File: src/rtl/dmem_access_unit.sv
// ---------------------------------------------------------------------------
// dmem_access_unit
//
// CPU-side initiator for a word-organised data memory. Accepts one load or
// store at a time from the core's MEM stage. Performs byte/halfword lane
// extraction with sign/zero extension for loads, and read-modify-write for
// byte/halfword stores. Misaligned accesses, illegal size codes and accesses
// beyond the end of memory complete immediately with a fault and no memory
// strobe.
//
// Ports
//   clk          rising-edge clock
//   reset        asynchronous active-low reset
//   req_valid    core presents a request
//   req_ready    request can be accepted (IDLE only)
//   req_write    1 = store, 0 = load
//   req_funct3   size/sign code (LB/LH/LW/LBU/LHU, SB/SH/SW)
//   req_addr     byte address
//   req_wdata    store data (low byte/half used for SB/SH)
//   resp_valid   one-cycle completion pulse
//   resp_rdata   extended load result, held until the next load response
//   resp_fault   fault flag, meaningful with resp_valid
//   mem_addr     word-aligned address to the data memory
//   mem_din      write word to the data memory (0 when not writing)
//   mem_read     read strobe (memory reads combinationally)
//   mem_write    write strobe (memory writes on the next rising edge)
//   mem_dout     read word from the data memory
// ---------------------------------------------------------------------------
module dmem_access_unit #(
  parameter int unsigned MEM_DEPTH = 16384
) (
  input  logic        clk,
  input  logic        reset,
  input  logic        req_valid,
  output logic        req_ready,
  input  logic        req_write,
  input  logic [2:0]  req_funct3,
  input  logic [31:0] req_addr,
  input  logic [31:0] req_wdata,
  output logic        resp_valid,
  output logic [31:0] resp_rdata,
  output logic        resp_fault,
  output logic [31:0] mem_addr,
  output logic [31:0] mem_din,
  output logic        mem_read,
  output logic        mem_write,
  input  logic [31:0] mem_dout
);

  // One bit wider than the address so MEM_DEPTH*4 = 2^32 cannot overflow.
  localparam logic [32:0] ADDR_LIMIT = 33'(MEM_DEPTH) * 33'd4;

  typedef enum logic [2:0] {
    S_IDLE,
    S_LOAD,
    S_RMW_RD,
    S_STORE,
    S_RESP
  } state_t;

  state_t      state_q;
  logic [2:0]  funct3_q;
  logic [1:0]  lane_q;
  logic [31:0] wdata_q;

  logic        req_ready_q;
  logic        resp_valid_q;
  logic        resp_fault_q;
  logic [31:0] resp_rdata_q;
  logic [31:0] mem_addr_q;
  logic [31:0] mem_din_q;
  logic        mem_read_q;
  logic        mem_write_q;

  logic        accept_d;
  logic        f3_legal_d;
  logic        misalign_d;
  logic        range_d;
  logic        fault_d;
  logic [7:0]  byte_d;
  logic [15:0] half_d;
  logic [31:0] load_data_d;
  logic [31:0] merged_d;

  assign req_ready  = req_ready_q;
  assign resp_valid = resp_valid_q;
  assign resp_fault = resp_fault_q;
  assign resp_rdata = resp_rdata_q;
  assign mem_addr   = mem_addr_q;
  assign mem_din    = mem_din_q;
  assign mem_read   = mem_read_q;
  assign mem_write  = mem_write_q;

  assign accept_d = req_valid && req_ready_q;

  // Fault classification on the live request inputs, used only at accept.
  assign f3_legal_d = req_write ? (req_funct3 inside {3'b000, 3'b001, 3'b010})
                                : (req_funct3 inside {3'b000, 3'b001, 3'b010,
                                                      3'b100, 3'b101});
  // funct3[1:0] encodes size for both loads and stores: 00 byte, 01 half, 10 word.
  assign misalign_d = ((req_funct3[1:0] == 2'b01) && req_addr[0]) ||
                      ((req_funct3[1:0] == 2'b10) && (req_addr[1:0] != 2'b00));
  assign range_d    = ({1'b0, req_addr} >= ADDR_LIMIT);
  assign fault_d    = !f3_legal_d || misalign_d || range_d;

  // Little-endian lane selection and extension of the word being read.
  always_comb begin
    byte_d = 8'h00;
    unique case (lane_q)
      2'd0: byte_d = mem_dout[7:0];
      2'd1: byte_d = mem_dout[15:8];
      2'd2: byte_d = mem_dout[23:16];
      2'd3: byte_d = mem_dout[31:24];
      default: byte_d = 8'h00;
    endcase
    half_d = lane_q[1] ? mem_dout[31:16] : mem_dout[15:0];

    load_data_d = mem_dout;
    unique case (funct3_q)
      3'b000:  load_data_d = {{24{byte_d[7]}}, byte_d};
      3'b001:  load_data_d = {{16{half_d[15]}}, half_d};
      3'b100:  load_data_d = {24'h000000, byte_d};
      3'b101:  load_data_d = {16'h0000, half_d};
      default: load_data_d = mem_dout;
    endcase
  end

  // Sub-word store merge: replace the addressed lane, keep the other bytes.
  always_comb begin
    merged_d = mem_dout;
    if (funct3_q[0] == 1'b0) begin
      unique case (lane_q)
        2'd0: merged_d[7:0]   = wdata_q[7:0];
        2'd1: merged_d[15:8]  = wdata_q[7:0];
        2'd2: merged_d[23:16] = wdata_q[7:0];
        2'd3: merged_d[31:24] = wdata_q[7:0];
        default: merged_d = mem_dout;
      endcase
    end else if (lane_q[1]) begin
      merged_d[31:16] = wdata_q[15:0];
    end else begin
      merged_d[15:0] = wdata_q[15:0];
    end
  end

  // Single-process FSM; every output is registered. mem_din_q doubles as the
  // merge register for SB/SH, so the merged word is driven straight out of it.
  always_ff @(posedge clk or negedge reset) begin
    if (!reset) begin
      state_q      <= S_IDLE;
      funct3_q     <= 3'b000;
      lane_q       <= 2'b00;
      wdata_q      <= 32'h0;
      req_ready_q  <= 1'b1;
      resp_valid_q <= 1'b0;
      resp_fault_q <= 1'b0;
      resp_rdata_q <= 32'h0;
      mem_addr_q   <= 32'h0;
      mem_din_q    <= 32'h0;
      mem_read_q   <= 1'b0;
      mem_write_q  <= 1'b0;
    end else begin
      // Pulsed outputs default low each cycle.
      resp_valid_q <= 1'b0;
      resp_fault_q <= 1'b0;
      mem_read_q   <= 1'b0;
      mem_write_q  <= 1'b0;
      mem_din_q    <= 32'h0;

      unique case (state_q)
        S_IDLE: begin
          if (accept_d) begin
            funct3_q    <= req_funct3;
            lane_q      <= req_addr[1:0];
            wdata_q     <= req_wdata;
            mem_addr_q  <= {req_addr[31:2], 2'b00};
            req_ready_q <= 1'b0;
            if (fault_d) begin
              state_q      <= S_RESP;
              resp_valid_q <= 1'b1;
              resp_fault_q <= 1'b1;
            end else if (!req_write) begin
              state_q    <= S_LOAD;
              mem_read_q <= 1'b1;
            end else if (req_funct3 == 3'b010) begin
              state_q     <= S_STORE;
              mem_write_q <= 1'b1;
              mem_din_q   <= req_wdata;
            end else begin
              state_q    <= S_RMW_RD;
              mem_read_q <= 1'b1;
            end
          end
        end

        S_LOAD: begin
          resp_rdata_q <= load_data_d;
          resp_valid_q <= 1'b1;
          state_q      <= S_RESP;
        end

        S_RMW_RD: begin
          mem_din_q   <= merged_d;
          mem_write_q <= 1'b1;
          state_q     <= S_STORE;
        end

        S_STORE: begin
          resp_valid_q <= 1'b1;
          state_q      <= S_RESP;
        end

        S_RESP: begin
          req_ready_q <= 1'b1;
          state_q     <= S_IDLE;
        end

        default: begin
          req_ready_q <= 1'b1;
          state_q     <= S_IDLE;
        end
      endcase
    end
  end

endmodule

File: config.mk
export PLATFORM = sky130hd
export DESIGN_NAME = dmem_access_unit
export DESIGN_NICKNAME = d
export VERILOG_FILES = /design/src/rtl/dmem_access_unit.sv
export SDC_FILE = /design/constraint.sdc
export NUM_CORES = 1
export LEC_CHECK = 0
export BUFFER_PORTS_ARGS = -buffer_cell sky130_fd_sc_hd__buf_2
export CELL_PAD_IN_SITES_DETAIL_PLACEMENT = 1
export CELL_PAD_IN_SITES_GLOBAL_PLACEMENT = 2
export CORE_UTILIZATION = 29
export CTS_CLUSTER_SIZE = 20
export DETAILED_ROUTE_END_ITERATION = 6
export PLACE_DENSITY_LB_ADDON = 0.1
export SLEW_MARGIN = 10
export SYNTH_ARGS = -nofsm -noshare
export SYNTH_HDL_FRONTEND = slang
export SYNTH_SLANG_ARGS = --single-unit
File: constraint.sdc
create_clock -name clk -period 2.04 [get_ports clk]
set_input_delay 0.102 -clock clk [delete_from_list [all_inputs] [get_ports clk]]
set_output_delay 0.102 -clock clk [all_outputs]
set_load 0.01 [all_outputs]
==> metrics.md, run 1 <==
| Metric | Value |
|---|---|
| Status | `finished clean` |
| Antenna Violating Nets Remaining | `0` |
| XOR/XNOR Fraction of Synth Area | `0%` |
| Register area | `0.00308 mm²` |
| Worst R2R End | `resp_rdata[8]$_DFFE_PN0P_` |
| P_sw | `3.40 mW` |
| Drt wl/cell | `18.5 µm` |
| Worst EP required | `2.38 ns` |
| Max_slew headroom | `57.7%` |
| First-pass DRT Iterations | `4` |
| Compound-Gate Fraction of Synth Area | `15.7%` |
| 1st-iter DRT viols | `246` |
| Peak VDD IR | `0.000756 V` |
| Mapped Cells | `600` |
| Number of CTS-inserted buffers | `17` |
| Post-synthesis sequential element count | `123` |
| Total negative slack | `0 ns` |
| CTS root buf | `clkbuf_16` |
| Worst R2R Path Depth | `3` |
| Postcts setup bufs | `0` |
| Final Wtd Congestion | `0.809` |
| DP HPWL | `14.9 mm` |
| Area Growth Syn to Fin | `47.2%` |
| Period utilization | `95.9%` |
| Core Region | `0.0194 mm²` |
| Critical path peak fanout | `33` |
| Vias per cell | `4.83` |
| Hold Path Class | `primary input to flip-flop` |
| Max-cap violations | `0` |
| Initial antenna violation count | `1` |
| Final WL | `21.3 mm` |
| Multi-input gate area | `0.00243 mm²` |
| Top cells by count, synth | `nand2_1, dfrtp_1, o21ai_0` |
| Synth cell types | `49` |
| Setup violations, final | `0` |
| Synth Flop Type | `dfrtp_1` |
| Maximum buffer depth of the clock tree | `2` |
| Vias in the first global route | `5911` |
| Sequential-to-total area share from yosys stat | `53.7%` |
| Synthesized area per cell | `9.56 µm²` |
| Unrepaired setup endpoints after global routing | `no` |
| Number of H-tree levels | `4` |
| Aggregate global routing overflow | `0` |
| Crit path DAT | `2.30 ns` |
| CTS tree | `done` |
| IO Count | `204` |
| Clock sink count | `123` |
| Final hold slack | `0.0148 ns` |
| Residual DRC | `0` |
| Hold Path Cell Cnt | `3` |
| CP Class | `primary input to flip-flop` |
| Ys async rst share | `100%` |
| Hold Path End | `resp_rdata[27]$_DFFE_PN0P_` |
| Global-route wire length before repair | `32.9 mm` |
| Reg2Reg Launch Point | `state_q[2]$_DFFE_PN0P_` |
| Starting Density | `29.6%` |
| Die area | `0.0203 mm²` |
| Crit. End Element | `flip-flop` |
| Cell accounting for the most synthesized area | `dfrtp_1` |
| Std-Cell Rows | `51` |
| Int Power | `6.17 mW` |
| Peak Freq | `511 MHz` |
| Final setup margin | `0.0839 ns` |
| Overall Power | `9.57 mW` |
| Worst Max-Slew Pin Slew | `0.635 ns` |
| Clk_lat worst skew | `0.42 ns` |
| Max-slew violations | `0` |
| Largest family of logic cells by synthesized area | `simple AND/OR/NAND/NOR gates` |
| Synthesis warning total | `0` |
| GRT Overall Usage | `21.7%` |
| Sw frac | `35.5%` |
| Fillers | `2301` |
| Layout Nets | `978` |
| Final Util | `43.5%` |
| Tmin final | `1.96 ns` |
| Post-cts resize count | `0` |
| Most common cell in the netlist | `nand2_1` |
| Clock Skew | `0.0115 ns` |
| Largest net degree at the start of global routing | `60` |
| Hold path start | `mem_dout[27]` |
| Mux share of post-synthesis cell area | `4.71%` |
| Post-synth EDFFs | `0` |
| Post-synthesis cell area | `0.00573 mm²` |
| Post-synth top area share | `53.2%` |
| Register share of total power | `34.6%` |
| Setup slack, reg-to-reg | `0.17 ns` |
| Post-Synth Adder-Cell Area | `0%` |
| # port buffers | `201` |
| Share of cells above drive strength 1 | `32.4%` |
| Combinational Power Share | `33.7%` |
| Largest cells by area after synthesis | `dfrtp_1, nand2_1, o21ai_0` |
| Post-Place Setup Slack | `0.160 ns` |
| Detailed-route via count | `5559` |
| Setup crit start kind | `primary input` |
| LEAKAGE | `4.22 nW` |
| Die height | `143 µm` |
| Clk pwr share | `31.6%` |
| Final hold viol count | `0` |
| Die X | `143 µm` |
| Simple-Gate Fraction of Synth Area | `21.6%` |
| Clock transition at path regs | `0.06 ns` |
| Power density over cell area | `1130 mW/mm²` |
-- power groups by stage --
stage	clock, mW	sequential [mW]	combinational, mW
after floorplan	0	3.41	1.79
after global placement	0	3.33	3.07
after detailed placement	0	3.34	3.15
after CTS	3.09	3.32	3.26
after global routing	3.21	3.40	3.58
final	3.03	3.32	3.23
-- worst max-delay path: stages --
cell and delay [ns]:
dlygate4sd3_1 0.53, buf_2 0.13, nor4_1 0.43, o2111ai_1 0.32, nor4b_4 0.37, buf_12 0.25
o2bb2ai_1 0.15
-- sequential cells by signal, indices dropped and copies added, names as in the netlist --
name and count:
mem_write 1, resp_rdata 32, funct3_q 3, mem_read 1, req_ready 1, resp_fault 1
lane_q 2, mem_addr 30, resp_valid 1, state_q 3, mem_din 32, wdata_q 16
-- cell usage in the layout, fill, tap and decap left out, types with 18 or more instances in the layout --
cell type,count
o2bb2ai_1,21
nand2_1,168
buf_2,200
o21ai_0,49
mux2i_1,18
buf_4,20
dlygate4sd3_1,72
nand3_1,32
nor2_1,26
dfrtp_1,122
-- how the worst max path moves through the flow --
stage                           from                    end  slack [ns]  cells past startpoint
3_5_place_dp            req_addr[25]  mem_din[28]$_DFF_PN0_        0.16                      6
3_3_place_gp            req_addr[25]  mem_din[28]$_DFF_PN0_        0.19                      6
2_1_floorplan  req_ready$_DFFE_PN1P_  mem_din[16]$_DFF_PN0_        0.27                      6
6_report                req_addr[25]  mem_din[21]$_DFF_PN0_        0.08                      7
4_1_cts                 req_addr[25]  mem_din[27]$_DFF_PN0_        0.07                      7
5_1_grt                 req_addr[25]  mem_din[21]$_DFF_PN0_       0.006                      7
-- final cells by class --
type | count | share of cell area [%]
clock buffer | 23 | 5.78
antenna | 1 | 0.0297
inverter | 12 | 0.534
multi-input combinational | 424 | 28.8
sequential | 123 | 36.5
timing repair buffer | 297 | 23.4
clock inverter | 7 | 1.07
tap | 265 | 3.93
-- timing repair --
item	CTS	global route
hold endpoints to repair	124	0
endpoints found under the setup margin	0	0
hold buffers	72	0
-- per-layer routing --
layer  GRT usage, %  wire [µm]
met3           4.86       1160
met2           38.2      10700
met1           25.9       8990
met5              0          0
met4           7.70        388
-- per-stage QoR --
| stage | instance area [µm²] | instances |
|---|---|---|
| 2_1_floorplan | 5740 | 601 |
| 3_3_place_gp | 7140 | 1049 |
| 3_5_place_dp | 7140 | 1049 |
| 4_1_cts | 8440 | 1151 |
| 5_1_grt | 8440 | 1151 |
| 6_report | 8440 | 1152 |
-- cells by family after synthesis --
group	after synthesis
DFF	123
muxes	26
AOI/OAI and AO/OA	124
and+or+nand+nor	272
other	1
buffers and inverters	54
(Power assumes the default switching activity.)
==> run 2: changes to the inputs <==
HOLD_SLACK_MARGIN = 0.12   (was default)
==> run 2 against run 1 <==
Worst hold slack better by 0.15 ns. Via count up 1.7%. Clock power hardly changed. Flip-flop and latch count stayed put. First-iteration DRC count down 11%. Critical path depth did not move. Highest routed layer unchanged. Clock-buffer cell count stayed put.
==> metrics.md, run 2 (same netlist as run 1, synthesis figures left out) <==
| Metric | Value |
|---|---|
| GRT Overall Usage | `22.3% (was 21.7%)` |
| Met2 Use GR | `39.9% (was 38.2%)` |
| Worst Path Buf+Inv | `3 (unchanged)` |
| Maximum buffer depth of the clock tree | `2 (unchanged)` |
| Drt wl/cell | `18.6 µm (was 18.5 µm)` |
| Vias in the first global route | `6132 (was 5911)` |
| Final setup margin | `0.0872 ns (was 0.0839 ns)` |
| Worst Max-Slew Pin Slew | `0.649 ns (was 0.635 ns)` |
| Area of placed instances | `0.00714 mm² (unchanged)` |
| Worst EP required | `2.41 ns (was 2.38 ns)` |
| Status | `finished clean (unchanged)` |
| # port buffers | `201 (unchanged)` |
| Total negative slack | `0 ns (unchanged)` |
| N_diodes | `0 (was 1)` |
| Number of CTS-inserted buffers | `17 (unchanged)` |
| Clock transition at path regs | `0.06 ns (about the same)` |
| Crit path DAT | `2.32 ns (was 2.30 ns)` |
| Global-route wire length before repair | `33.8 mm (was 32.9 mm)` |
| Aggregate global routing overflow | `0 (unchanged)` |
| Placed cells | `1049 (unchanged)` |
| Number of H-tree levels | `4 (unchanged)` |
| Peak VDD IR | `0.000757 V (was 0.000756 V)` |
| Clk_lat worst skew | `0.43 ns (was 0.42 ns)` |
| Max_slew headroom | `56.7% (was 57.7%)` |
| Clock Skew | `0.0143 ns (was 0.0115 ns)` |
| CP Class | `primary input to flip-flop (unchanged)` |
| Setup crit start kind | `primary input (unchanged)` |
| Initial antenna violation count | `0 (was 1)` |
| Residual DRC | `0 (unchanged)` |
| Final Wtd Congestion | `0.809 (unchanged)` |
| Core Region | `0.0194 mm² (unchanged)` |
| Final WL | `21.9 mm (was 21.3 mm)` |
| Share of cells above drive strength 1 | `31.4% (was 32.4%)` |
| Die X | `143 µm (unchanged)` |
| LEAKAGE | `4.33 nW (was 4.22 nW)` |
| Std-Cell Rows | `51 (unchanged)` |
| DP HPWL | `14.9 mm (unchanged)` |
| Slowest-stage cell, CP | `dlygate4sd3_1 (unchanged)` |
| Period utilization | `95.7% (was 95.9%)` |
| Tmin final | `1.95 ns (was 1.96 ns)` |
| Worst path max stage delay | `0.53 ns (about the same)` |
| Power density over cell area | `1100 mW/mm² (was 1130 mW/mm²)` |
| Clock sink count | `123 (unchanged)` |
| Hold Path Class | `primary input to flip-flop (unchanged)` |
| Most frequent cells in the layout | `buf_2, nand2_1, dfrtp_1, dlygate4sd3_1, o21ai_0 (unchanged)` |
| CP delay by family, top | `buffers and inverters (unchanged)` |
| 1st-iter DRT viols | `220 (was 246)` |
| Most common cell after layout, fill and taps aside | `buf_2 (unchanged)` |
| Gr busiest metal | `met2 (unchanged)` |
| Post-route cell area | `0.00872 mm² (was 0.00844 mm²)` |
| Detailed-route via count | `5653 (was 5559)` |
| Vias per cell | `4.79 (was 4.83)` |
| Crit-path cells | `dlygate4sd3_1, buf_2, nor4_1, o2111ai_1, nor4b_4, buf_12, a22o_2 (was dlygate4sd3_1, buf_2, nor4_1, o2111ai_1, nor4b_4, buf_12, o2bb2ai_1)` |
| CTS tree | `done (unchanged)` |
| Peak Freq | `512 MHz (was 511 MHz)` |
| First-pass DRT Iterations | `4 (unchanged)` |
| Die height | `143 µm (unchanged)` |
| Final hold viol count | `0 (unchanged)` |
| CTS root buf | `clkbuf_16 (unchanged)` |
| Met1 Usage GRT | `26.2% (was 25.9%)` |
| Crit. End Element | `flip-flop (unchanged)` |
| Die area | `0.0203 mm² (unchanged)` |
| Final Util | `44.9% (was 43.5%)` |
| IO Count | `204 (unchanged)` |
| Critical path peak fanout | `33 (unchanged)` |
| Setup violations, final | `0 (unchanged)` |
| Final cell count without fillers | `1179 (was 1152)` |
| Layout Nets | `1006 (was 978)` |
| Unrepaired setup endpoints after global routing | `no (unchanged)` |
| Max-slew violations | `0 (unchanged)` |
| Largest net degree at the start of global routing | `60 (unchanged)` |
| Overall Power | `9.62 mW (was 9.57 mW)` |
| Final hold slack | `0.167 ns (was 0.0148 ns)` |
| Antenna Violating Nets Remaining | `0 (unchanged)` |
| Starting Density | `29.6% (unchanged)` |
| Post-Place Setup Slack | `0.160 ns (unchanged)` |
| Max-cap violations | `0 (unchanged)` |
| GR Util met3 | `4.83% (was 4.86%)` |
| Area Growth Syn to Fin | `52.0% (was 47.2%)` |
-- run 2: cell count changes in the layout (fill, tap and decap cells not counted) --
cell / change
diode_2: -1
dlygate4sd3_1: +28
-- run 2: worst paths after layout --
path                                               from                          to  slack (ns)  depth (start not counted)
worst min-delay path                       mem_dout[11]  resp_rdata[11]$_DFFE_PN0P_        0.17                          4
worst min register to register  mem_addr[6]$_DFFE_PN0P_     mem_addr[6]$_DFFE_PN0P_        0.47                          2
min in group asynchronous                         reset        mem_din[1]$_DFF_PN0_        0.22                          2
max in group asynchronous                         reset       req_ready$_DFFE_PN1P_        1.08                          3
worst max-delay path                       req_addr[25]       mem_din[28]$_DFF_PN0_        0.09                          7
worst max register to register   state_q[2]$_DFFE_PN0P_   resp_rdata[8]$_DFFE_PN0P_        0.17                          3
-- run 2: metal layers --
layer	share of wire [%]	up-vias
li1	-	2662
met1	42	2793
met2	52	173
met3	5.3	25
met4	1.6	0
met5	0	-
-- run 2: where the power goes --
part | switching [mW] | total, mW | internal (mW)
logic | 1.93 | 3.27 | 1.34
clock network | 1.12 | 3.03 | 1.91
registers | 0.359 | 3.32 | 2.96
-- run 2: repair_timing --
action                                  CTS  global route
hold buffers                            100             0
hold endpoints to repair                154             0
gates resized for setup                   0             0
endpoints found under the setup margin    0             0
buffers inserted                          0             0
-- run 2: layout make-up --
class                           instances  area (µm²)
Clock buffer                           23         488
Fill cell                            2280       10700
Timing Repair Buffer                  325        2250
Inverter                               12        45.0
Clock inverter                          7        90.1
Sequential cell                       123        3080
Multi-Input combinational cell        424        2430
Tap cell                              265         332
-- run 2: worst min-delay path, stage by stage --
cell      delay, ns
buf_2          0.14
nand3b_1       0.17
o21ai_0        0.09
a21oi_1        0.04
==> run 3: changes to the inputs <==
ABC_AREA = 1   (was default)
==> run 3 against run 2 <==
Wire length increased by 13%. Highest routed layer unchanged. Combinational power increased by 24%. Largest power group is now combinational logic. Flip-flop and latch count unchanged. The flow now finishes with violations (design-rule violations).
==> metrics.md, run 3 <==
| Metric | Value |
|---|---|
| Peak VDD IR | `0.000524 V (was 0.000757 V)` |
| # port buffers | `201 (unchanged)` |
| N_diodes | `0 (unchanged)` |
| Drt wl/cell | `17.6 µm (was 18.6 µm)` |
| CTS tree | `done (unchanged)` |
| IO Count | `204 (unchanged)` |
| Setup crit start kind | `primary input (unchanged)` |
| Fillers | `2718 (was 2280)` |
| Area Growth Syn to Fin | `41.6% (was 52.0%)` |
| Aggregate global routing overflow | `0 (unchanged)` |
| Synthesized area per cell | `7.95 µm² (was 9.56 µm²)` |
| Starting Density | `29.8% (was 29.6%)` |
| CP Class | `primary input to flip-flop (unchanged)` |
| LEAKAGE | `4.95 nW (was 4.33 nW)` |
| Critical path peak fanout | `27 (was 33)` |
| Combinational Power Share | `39.1% (was 34.0%)` |
| Die X | `153 µm (was 143 µm)` |
| Share of cells above drive strength 1 | `27.7% (was 31.4%)` |
| Sw frac | `40.9% (was 35.5%)` |
| Status | `finished, violations left (was finished clean)` |
| Largest cells by area after synthesis | `dfrtp_1, nand2_1, o21ai_0 (unchanged)` |
| First-pass DRT Iterations | `7 (was 4)` |
| Crit path DAT | `2.09 ns (was 2.32 ns)` |
| Setup slack, reg-to-reg | `0.29 ns (was 0.17 ns)` |
| Most common cell in the netlist | `nand2_1 (unchanged)` |
| Final hold viol count | `0 (unchanged)` |
| Synth cell types | `40 (was 49)` |
| Final setup margin | `0.287 ns (was 0.0872 ns)` |
| Setup violations, final | `0 (unchanged)` |
| Final Wtd Congestion | `0.779 (was 0.809)` |
| Crit. End Element | `flip-flop (unchanged)` |
| Postcts setup bufs | `0 (unchanged)` |
| Synth Flop Type | `dfrtp_1 (unchanged)` |
| Worst R2R Path Depth | `5 (was 3)` |
| Maximum buffer depth of the clock tree | `2 (unchanged)` |
| Max-slew violations | `0 (unchanged)` |
| Peak Freq | `570 MHz (was 512 MHz)` |
| Post-synth top area share | `46.5% (was 53.2%)` |
| Die height | `153 µm (was 143 µm)` |
| CTS root buf | `clkbuf_16 (unchanged)` |
| Die area | `0.0233 mm² (was 0.0203 mm²)` |
| Max_slew headroom | `53.8% (was 56.7%)` |
| Clock transition at path regs | `0.07 ns (was 0.06 ns)` |
| Tmin final | `1.75 ns (was 1.95 ns)` |
| Worst Max-Slew Pin Slew | `0.692 ns (was 0.649 ns)` |
| Register share of total power | `31.4% (was 34.5%)` |
| GRT Overall Usage | `22.1% (was 22.3%)` |
| Post-cts resize count | `0 (unchanged)` |
| Largest net degree at the start of global routing | `79 (was 60)` |
| Ys async rst share | `100% (unchanged)` |
| Vias in the first global route | `7045 (was 6132)` |
| Residual DRC | `11 (was 0)` |
| Cell accounting for the most synthesized area | `dfrtp_1 (unchanged)` |
| DP HPWL | `17.8 mm (was 14.9 mm)` |
| Top cells by count, synth | `nand2_1, dfrtp_1, o21ai_0 (unchanged)` |
| Max-cap violations | `0 (unchanged)` |
| Unrepaired setup endpoints after global routing | `no (unchanged)` |
| Clock sink count | `123 (unchanged)` |
| Hold Path Class | `primary input to flip-flop (unchanged)` |
| Total negative slack | `0 ns (unchanged)` |
| Vias per cell | `4.75 (was 4.79)` |
| Power density over cell area | `1120 mW/mm² (was 1100 mW/mm²)` |
| Global-route wire length before repair | `39.9 mm (was 33.8 mm)` |
| Number of H-tree levels | `4 (unchanged)` |
| Post-CTS Hold Buffers | `90 (was 100)` |
| Number of CTS-inserted buffers | `17 (unchanged)` |
| Int Power | `6.16 mW (was 6.21 mW)` |
| Antenna Violating Nets Remaining | `0 (unchanged)` |
| Post-synthesis cell area | `0.00657 mm² (was 0.00573 mm²)` |
| Layout Nets | `1211 (was 1006)` |
| Detailed-route via count | `6657 (was 5653)` |
| Std-Cell Rows | `54 (was 51)` |
| Clk_lat worst skew | `0.42 ns (was 0.43 ns)` |
| Post-Place Setup Slack | `0.273 ns (was 0.160 ns)` |
| Failing checks | `design-rule violations` |
| Initial antenna violation count | `0 (unchanged)` |
| 1st-iter DRT viols | `280 (was 220)` |
| Synthesis warning total | `0 (unchanged)` |
| Final WL | `24.7 mm (was 21.9 mm)` |
| Sequential-to-total area share from yosys stat | `46.9% (was 53.7%)` |
| Mapped Cells | `826 (was 600)` |
| Core Region | `0.0220 mm² (was 0.0194 mm²)` |
| Clk pwr share | `29.5% (was 31.5%)` |
| Most common cell after layout, fill and taps aside | `nand2_1 (was buf_2)` |
| Worst EP required | `2.38 ns (was 2.41 ns)` |
| Hold Path Cell Cnt | `5 (was 4)` |
| P_sw | `4.26 mW (was 3.42 mW)` |
| Most frequent cells in the layout | `nand2_1, buf_2, dfrtp_1, dlygate4sd3_1, o21ai_0 (was buf_2, nand2_1, dfrtp_1, dlygate4sd3_1, o21ai_0)` |
| Period utilization | `86.0% (was 95.7%)` |
| Post-synthesis sequential element count | `123 (unchanged)` |
| Clock Skew | `0.0114 ns (was 0.0143 ns)` |
| Post-synth EDFFs | `0 (unchanged)` |
## run 3: cell types whose count changed in the layout (fill, tap and decap cells not counted), moves of 21 or more
cell and change:
a21oi_1 +22, inv_1 +52, nand2_1 +93, nand3_1 +28, nand4_1 +23, o211ai_1 +29, o2bb2ai_1 -21
## run 3: path summary, 6_finish.rpt
| kind | start | end |
|---|---|---|
| max reg2reg | req_ready$_DFFE_PN1P_ | mem_din[11]$_DFF_PN0_ |
| max in group asynchronous | reset | req_ready$_DFFE_PN1P_ |
| min | mem_dout[27] | resp_rdata[27]$_DFFE_PN0P_ |
| min in group asynchronous | reset | mem_addr[26]$_DFFE_PN0P_ |
| max | req_addr[27] | mem_din[11]$_DFF_PN0_ |
| min reg2reg | mem_addr[24]$_DFFE_PN0P_ | mem_addr[24]$_DFFE_PN0P_ |
## run 3: routing by layer
| metal | global-route usage (%) | vias up | share of wire (%) |
|---|---|---|---|
| met1 | 29.8 | 3182 | 47 |
| met5 | 0 | - | 0 |
| met3 | 4.12 | 28 | 3.9 |
| met2 | 36.2 | 160 | 47 |
| met4 | 6.35 | 0 | 1.8 |
| li1 | - | 3287 | - |
## run 3: cells by family (layout without fill, tap and decap cells)
group / Yosys count / after routing / share of synthesized area, %
compound gates: 170 / 170 / 15.8
simple gates: 402 / 402 / 27.6
flops: 123 / 123 / 46.9
other cells: 1 / 2 / 0.0571
buf+inv: 130 / 424 / 9.68
## run 3: area by class of cell
cell class | instances | area, µm² | area share, %
Multi-Input combinational cell | 574 | 2860 | 30.7
Clock inverter | 15 | 164 | 1.76
Inverter | 73 | 277 | 2.97
Tap cell | 280 | 350 | 3.77
Clock buffer | 17 | 425 | 4.57
Sequential cell | 123 | 3080 | 33.1
Timing Repair Buffer | 319 | 2150 | 23.1
## run 3: critical path: stages
cell	delay (ns)
dlygate4sd3_1	0.55
buf_2	0.14
nor2_1	0.09
nand2_1	0.06
nor2_1	0.24
nand3_4	0.15
nor2_8	0.36
nand2_4	0.21
o21ai_2	0.18
## run 3: power groups by stage
stage	sequential [mW]	clock, mW	combinational, mW
after floorplan	3.37	0	2.58
after global routing	3.34	3.24	4.59
after CTS	3.27	3.15	4.10
after detailed placement	3.30	0	3.95
final	3.27	3.08	4.07
after global placement	3.29	0	3.92
## run 3: metrics by stage
stage	instance area [µm²]	hold slack (ns)	util, %	std cells	total power [mW]
after floorplan	6570	-0.194	-	827	5.95
after CTS	9300	0.122	42.2	1401	10.5
after detailed placement	7810	0.162	35.5	1279	7.25
after global routing	9300	0.135	42.2	1401	11.2
after global placement	7810	0.165	35.5	1279	7.21
final	9300	0.123	42.2	1401	10.4
